[src/rtl/periph_timer_irq.sv]
// periph_timer_irq
//   Memory-mapped compare timer and interrupt aggregator. It is the responder
//   on the processor/peripheral bus. Writes complete with no wait states.
//   Reads stall for WAIT_STATES cycles and then return data.
//
//   Compile option:
//     PERIPH_TIMER_AUTORELOAD_EN : on a match cycle the counter reloads to 0,
//                                  so the period is COMPARE+1 cycles.
//                                  Without it the counter free-runs and wraps.
//
//   Ports:
//     clock_in    sole clock, rising edge
//     reset       synchronous, active-high
//     address     byte address; the 32-byte window is selected by [31:5]
//     data_write  write data
//     data_we     byte write enables; 4'b0000 at an in-window address = read
//     data_read   read data; valid only in the DONE cycle, 0 otherwise
//     stall_sig   high while a read waits
//     ext_orq     external request lines, rising-edge sensitive
//     ext_irq     registered (pending & mask)
//
//   Register map (offset = address[4:2]):
//     0 COUNTER, 1 COMPARE, 2 CTRL {mask[15:8], enable[0]},
//     3 PENDING (write 1 to clear), 4 ORQ (read-only), 5-7 reserved
module periph_timer_irq #(
  parameter logic [31:0] BASE_ADDR   = 32'hE100_0000,
  parameter int unsigned WAIT_STATES = 1
) (
  input  logic        clock_in,
  input  logic        reset,
  input  logic [31:0] address,
  input  logic [31:0] data_write,
  input  logic [3:0]  data_we,
  output logic [31:0] data_read,
  output logic        stall_sig,
  input  logic [7:0]  ext_orq,
  output logic [7:0]  ext_irq
);

`ifdef PERIPH_TIMER_AUTORELOAD_EN
  localparam logic AUTORELOAD = 1'b1;
`else
  localparam logic AUTORELOAD = 1'b0;
`endif

  localparam logic [1:0] WS = WAIT_STATES[1:0];

  typedef enum logic [1:0] {S_IDLE, S_WAIT, S_DONE} state_t;

  state_t      state_q, state_d;
  logic [1:0]  wcnt_q, wcnt_d;
  logic [2:0]  rd_off_q, rd_off_d;
  logic [31:0] rdata_q, rdata_d;

  logic [31:0] counter_q, counter_d;
  logic [31:0] compare_q, compare_d;
  logic        enable_q, enable_d;
  logic [7:0]  mask_q, mask_d;
  logic [7:0]  pending_q, pending_d;
  logic [7:0]  orq_q;
  logic [7:1]  orq_prev_q;
  logic [7:0]  irq_q;

  logic        in_win, wr_en, rd_start, match;
  logic [2:0]  off;
  logic [7:0]  clr;
  logic [31:0] ctrl_val, ctrl_new, reg_rdata;

  // Address bits [1:0] are not decoded: only word accesses are meaningful.
  logic unused_addr;
  assign unused_addr = ^address[1:0];

  function automatic logic [31:0] bmerge(input logic [31:0] old_v,
                                         input logic [31:0] new_v,
                                         input logic [3:0]  be);
    logic [31:0] r;
    r = old_v;
    for (int i = 0; i < 4; i++)
      if (be[i]) r[8*i +: 8] = new_v[8*i +: 8];
    return r;
  endfunction

  assign in_win   = (address[31:5] == BASE_ADDR[31:5]);
  assign off      = address[4:2];
  assign wr_en    = in_win && (state_q == S_IDLE) && (data_we != 4'b0000);
  assign rd_start = in_win && (state_q == S_IDLE) && (data_we == 4'b0000);
  assign match    = enable_q && (counter_q == compare_q);
  assign ctrl_val = {16'h0, mask_q, 7'h0, enable_q};
  assign ctrl_new = bmerge(ctrl_val, data_write, data_we);

  // Read mux uses the offset latched when the access started, so the
  // processor may move the address while the read is stalled.
  always_comb begin
    reg_rdata = 32'h0;
    case (rd_off_q)
      3'd0:    reg_rdata = counter_q;
      3'd1:    reg_rdata = compare_q;
      3'd2:    reg_rdata = ctrl_val;
      3'd3:    reg_rdata = {24'h0, pending_q};
      3'd4:    reg_rdata = {24'h0, orq_q};
      default: reg_rdata = 32'h0;
    endcase
  end

  // Read FSM
  always_comb begin
    state_d  = state_q;
    wcnt_d   = wcnt_q;
    rd_off_d = rd_off_q;
    rdata_d  = rdata_q;
    case (state_q)
      S_IDLE: if (rd_start) begin
        state_d  = S_WAIT;
        wcnt_d   = 2'd1;
        rd_off_d = off;
      end
      S_WAIT: if (wcnt_q == WS) begin
        state_d = S_DONE;
        rdata_d = reg_rdata;
      end else begin
        wcnt_d = wcnt_q + 2'd1;
      end
      default: state_d = S_IDLE;
    endcase
  end

  // Timer and interrupt datapath
  always_comb begin
    counter_d = counter_q;
    compare_d = compare_q;
    enable_d  = enable_q;
    mask_d    = mask_q;
    clr       = 8'h0;

    // A counter write takes priority over both increment and reload.
    if (wr_en && off == 3'd0)
      counter_d = bmerge(counter_q, data_write, data_we);
    else if (enable_q)
      counter_d = (AUTORELOAD && match) ? 32'h0 : counter_q + 32'd1;

    if (wr_en && off == 3'd1)
      compare_d = bmerge(compare_q, data_write, data_we);

    if (wr_en && off == 3'd2) begin
      enable_d = ctrl_new[0];
      mask_d   = ctrl_new[15:8];
    end

    if (wr_en && off == 3'd3 && data_we[0])
      clr = data_write[7:0];

    // The set term is ORed in after the clear, so a new event wins over
    // a write-1-to-clear of the same bit in the same cycle.
    pending_d = (pending_q & ~clr) | {orq_q[7:1] & ~orq_prev_q, match};
  end

  always_ff @(posedge clock_in) begin
    if (reset) begin
      state_q    <= S_IDLE;
      wcnt_q     <= 2'd0;
      rd_off_q   <= 3'd0;
      rdata_q    <= 32'h0;
      counter_q  <= 32'h0;
      compare_q  <= 32'h0;
      enable_q   <= 1'b0;
      mask_q     <= 8'h0;
      pending_q  <= 8'h0;
      orq_q      <= 8'h0;
      orq_prev_q <= 7'h0;
      irq_q      <= 8'h0;
    end else begin
      state_q    <= state_d;
      wcnt_q     <= wcnt_d;
      rd_off_q   <= rd_off_d;
      rdata_q    <= rdata_d;
      counter_q  <= counter_d;
      compare_q  <= compare_d;
      enable_q   <= enable_d;
      mask_q     <= mask_d;
      pending_q  <= pending_d;
      orq_q      <= ext_orq;
      orq_prev_q <= orq_q[7:1];
      irq_q      <= pending_q & mask_q;
    end
  end

  assign stall_sig = (state_q == S_WAIT);
  assign data_read = (state_q == S_DONE) ? rdata_q : 32'h0;
  assign ext_irq   = irq_q;

endmodule
[config.mk]
export PLATFORM = sky130hd
export DESIGN_NAME = periph_timer_irq
export DESIGN_NICKNAME = d
export VERILOG_FILES = /design/src/rtl/periph_timer_irq.sv
export SDC_FILE = /design/constraint.sdc
export NUM_CORES = 1
export LEC_CHECK = 0
export CAP_MARGIN = 20
export CORE_MARGIN = 3
export CORE_UTILIZATION = 54
export DETAILED_ROUTE_END_ITERATION = 6
export GPL_TIMING_DRIVEN = 0
export HOLD_SLACK_MARGIN = 0.05
export PLACE_DENSITY = 0.88
export SLEW_MARGIN = 40
export SYNTH_ARGS = -nofsm -noshare
export SYNTH_HDL_FRONTEND = slang
export SYNTH_SLANG_ARGS = --single-unit
[constraint.sdc]
create_clock -name clock_in -period 2.55 [get_ports clock_in]
set_input_delay 0.6375 -clock clock_in [delete_from_list [all_inputs] [get_ports clock_in]]
set_output_delay 0.6375 -clock clock_in [all_outputs]
set_load 0.02 [all_outputs]
# == After elaboration in Yosys (flattened, before gate mapping) ==
# Cells that the tools add are included.
# totals
register_bits,143
in_bits,78
output_inout_bits,41
word_cells,89
# classes
n_addsub,2
n_eq_ne,19
muxes,14
n_bitwise,6
reduce_logical,30
# ops
cell,n
$pmux 32 s5,1
$mux 32,3
$mux 8,5
$add 32x1->32 const B,1
$eq 32x32->1,1
$eq 27x27->1 const B,1
$reduce_and 2->1,13
$and 8x8->8,2
$eq 3x2->1 const B,4
$ne 2x2->1 const B,6
$logic_and 1x1->1,9
$not 8->8,1
$or 8x8->8,1
$pmux 2 s2,2
$and 7x7->7,1
$not 7->7,1
$eq 3x1->1 const B,2
$logic_not 3->1,2
$mux 2,3
$eq 2x1->1 const B,2
$logic_not 4->1,1
$reduce_bool 2->1,2
$reduce_bool 4->1,1
$eq 3x3->1 const B,1
5 further kinds,5

# == Depth between registers and ports, before layout ==
# depth
ltp_word,9
mapped_depth,9
mapped_depth_nobuf,7

# == Worst setup path before layout ==
# No wires, ideal clock.
# synth_path
kind,input to register
start,in address[11]
end,reg compare_q[12]
setup_time_ps,128
t_arrival_ps,2184
t_required_ps,2422
path_slack_ps,239
cell_stages,8
n_path_buf,2
path_cell_list,nor4_2 -> nand4_4 -> nor2_1 -> buf_4 -> and4_1 -> buf_4 -> mux2i_1 -> nor2_1
# synth_between
elab_chain_cells,5
# synth_lines
element,line_no,source
start: declaration,31,"input logic [31:0] address,"
$eq 27x27->1,83,assign in_win = (address[31:5] == BASE_ADDR[31:5]);
$logic_and 1x1->1 (2 in a row),85,assign wr_en = in_win && (state_q == S_IDLE) && (data_we != 4'b0000);
$logic_and 1x1->1,141,if (wr_en && off == 3'd1)
$reduce_and 2->1 (no line),-,
end signal: assignment,177,compare_q <= compare_d;
end: declaration,56,"logic [31:0] compare_q, compare_d;"
# No other way between the ends.
# A chain may end at the register's enable or synchronous reset.

# == Worst setup path in the final report ==
# layout_path
start,in address[14]
end,reg rd_off_q[0]
# layout_between
elab_chain_cells,4
# layout_lines
element,line_no,source
$eq 27x27->1,83,
$logic_and 1x1->1 (2 in a row),86,assign rd_start = in_win && (state_q == S_IDLE) && (data_we == 4'b0000);
$reduce_and 2->1 (no line),-,
end signal: assignment,174,rd_off_q <= rd_off_d;
end: declaration,52,"logic [2:0] rd_off_q, rd_off_d;"
# No other way between the ends.

==> out/qor.yml <==
die_h_um: 120
use_met1_pct: 40.4
synth-edff-count: 0
fin_skew_ns: 0.00890
synth_seq_cells: 143
initial_core_util_pct: 55.7
io_buffer_count: 115
synth.area.top_cells: "dfxtp_1 41%, mux2i_1 7.2%, nor2_1 7.0%, a22oi_1 4.3%, xnor2_1 3.5%"
vias: 6976
fmax_mhz: 395
mostFrequentLayoutCell: "dfxtp_1"
hold_viol: 0
final_nets: 1038
met2_usage_pct: 48.4
drc_errors: 0
ys_seq_area_share_pct: 40.6
syn_inst: 808
whs_endpoint: "ext_irq[4]"
ant_nets: 0
cap_violations: 0
cts_max_level: 4
synth_top_area_share_pct: 40.6
drt_iter0_markers: 886
grt_max_degree: 17
yosysTopAreaCell: "dfxtp_1"
final_max_slew_viol_count: 0
layout-drive-gt1-share_pct: 10.5
cts_root_buffer: "clkbuf_16"
final_core_util_pct: 72.8
grt_pass1_vias: 6695
area_growth_pct: 30.8
rr_worst_depth: 8
end_kind: "flip-flop"
antenna_found_initial: 1
via_per_inst: 6.10
fin_crit_sh_pct: 99.3
critical_path_class: "input pin to flip-flop"
r2r_end: "counter_q[18]"
die_w_um: 120
cp.arrival_ns: 2.82
gr-usage-met3_pct: 5.38
reg2reg_from: "counter_q[0]"
rrSetupSlack_ns: 0.12
relSlewSlack_pct: 51.8
p_leak_uw: 0.00344
fp.dieArea_mm2: 0.0145
mostFrequentLayoutCells: "143 x dfxtp_1, 131 x nor2_1, 82 x clkdlybuf4s50_1"
cts_tree: "done"
setup_viol: 0
clkSinkCount: 143
tns_ns: 0
whs_path_depth: 2
path_clk_slew_ns: 0.06
ir_worst_vdd_mv: 0.438
dr.pass1.iters: 6
holdCritPathClass: "flip-flop to flip-flop"
period_needed_ns: 2.53
crit_path_max_fanout: 7
wire_per_inst_um: 19.6
grt.busiest_layer: "met2"
ys.flop_type: "dfxtp_1"
grt_usage_pct: 30.4
num_rows: 41
worstHoldStart: "pending_q[4]"
hpwl_um: 16200
grt_pass1_wl_um: 34700
tightest_slew_ns: 0.724
overflow: 0
worst_skew_pair.late_latency_ns: 0.42
numCtsBuffers: 17
syn_nets: 888
routed_wl_um: 22500
gp_congestion: 0.965
netlist_area_mm2: 0.00705
cts.path.max_buffers: 2
status: "finished, final reports clean"
p_per_area_mw_per_mm2: 550
required_ns: 2.84
core_mm2: 0.0127
async_reset_ff_share_pct: 0
synth.distinct_cells: 65
ctsHoldBuffers: 0
cp-start-kind: "input pin"
ys_warn_count: 0
synth_area_per_cell_um2: 8.73
ios: 119
-- cell usage after synthesis (all sizes together) (2+ instances only) --
cell type / number
a21oi: 44
and2: 36
nor4b: 3
a311oi: 4
nand2: 35
or2: 3
o21bai: 14
and4: 9
and3: 14
nor2b: 30
or4: 2
nand3: 21
nor2: 134
nand3b: 3
a22oi: 40
o211ai: 3
ha: 2
clkbuf: 43
nand4b: 3
xnor2: 28
o31ai: 2
inv: 8
dfxtp: 143
nor3: 25
xor2: 4
nand4: 15
o21ai: 11
or3: 2
a211oi: 25
buf: 15
nor3b: 3
a31oi: 5
mux2i: 51
nor4: 17
-- per-stage QoR --
stage | setup WS, ns | area, µm² | hold WS (ns) | std cells | total power (µW)
4_1_cts | 0.00133 | 9080 | 0.461 | 1133 | 5050
3_3_place_gp | -0.619 | 8420 | 0.448 | 1095 | 2570
5_1_grt | -0.0295 | 9230 | 0.483 | 1144 | 5160
2_1_floorplan | 0.239 | 7050 | 0.422 | 808 | 2390
6_report | 0.0173 | 9230 | 0.459 | 1144 | 5080
3_5_place_dp | -0.683 | 8430 | 0.451 | 1095 | 2580
-- power breakdown --
group | total [µW] | switching, µW | internal (µW)
Sequential | 2270 | 13.0 | 2250
Clock | 2530 | 986 | 1540
Combinational | 285 | 140 | 144
Total | 5080 | 1140 | 3940
-- repair_timing --
action,CTS,global route
setup buffers,6,9
pin swaps,3,5
cloned,0,1
setup endpoints to repair,99,51
gates resized for setup,41,16
-- worst max path at each step --
stage	to	slack (ns)	from
after CTS	compare_q[20]	0.001	address[11]
after floorplan	compare_q[12]	0.24	address[11]
final	rd_off_q[0]	0.02	address[14]
after global placement	counter_q[25]	-0.62	address[6]
after detailed placement	counter_q[25]	-0.68	address[6]
after global routing	compare_q[26]	-0.03	address[7]
-- sequential cells by signal, summed over array words and instances (netlist names) --
| signal | count |
|---|---|
| state_q | 2 |
| mask_q | 8 |
| rd_off_q | 3 |
| wcnt_q | 2 |
| ext_irq | 8 |
| enable_q | 1 |
| orq_q | 8 |
| counter_q | 32 |
| orq_prev_q | 7 |
| rdata_q | 32 |
| pending_q | 8 |
| compare_q | 32 |
-- metal layers --
metal | vias to the layer above | wire, µm | share of wire, %
li1 | 3176 | - | -
met2 | 506 | 10100 | 45
met4 | 0 | 1000 | 4.5
met5 | - | 0 | 0
met1 | 3201 | 8940 | 40
met3 | 93 | 2380 | 11
-- kinds of logic (layout without fill, tap and decap cells) --
kind of cell	after synthesis	in the layout	share of synthesized area, %
compound gates	154	154	14.8
simple gates	359	359	27.9
xor+xnor	32	32	3.97
flops	143	143	40.6
fa+ha+maj	2	2	0.355
buf+inv	66	229	4.79
other cells	0	1	0
mux	52	52	7.56
-- worst max-delay path, cell delays in order --
cell and delay, ns:
clkdlybuf4s50_1 0.47, nor4_4 0.37, and4_1 0.32, and3_1 0.17, clkbuf_1 0.51, mux2i_1 0.29
nor2_1 0.06
-- layout make-up --
cell class,instances,area (µm²)
inverter,8,30.0
fill,921,3440
clock inverter,13,163
clock buffer,19,433
tap,172,215
sequential,143,2860
antenna,1,2.50
multi-input combinational,599,3960
timing repair buffer,131,1240
buffer,58,327
Note: power is estimated with default switching activity, not from simulation.
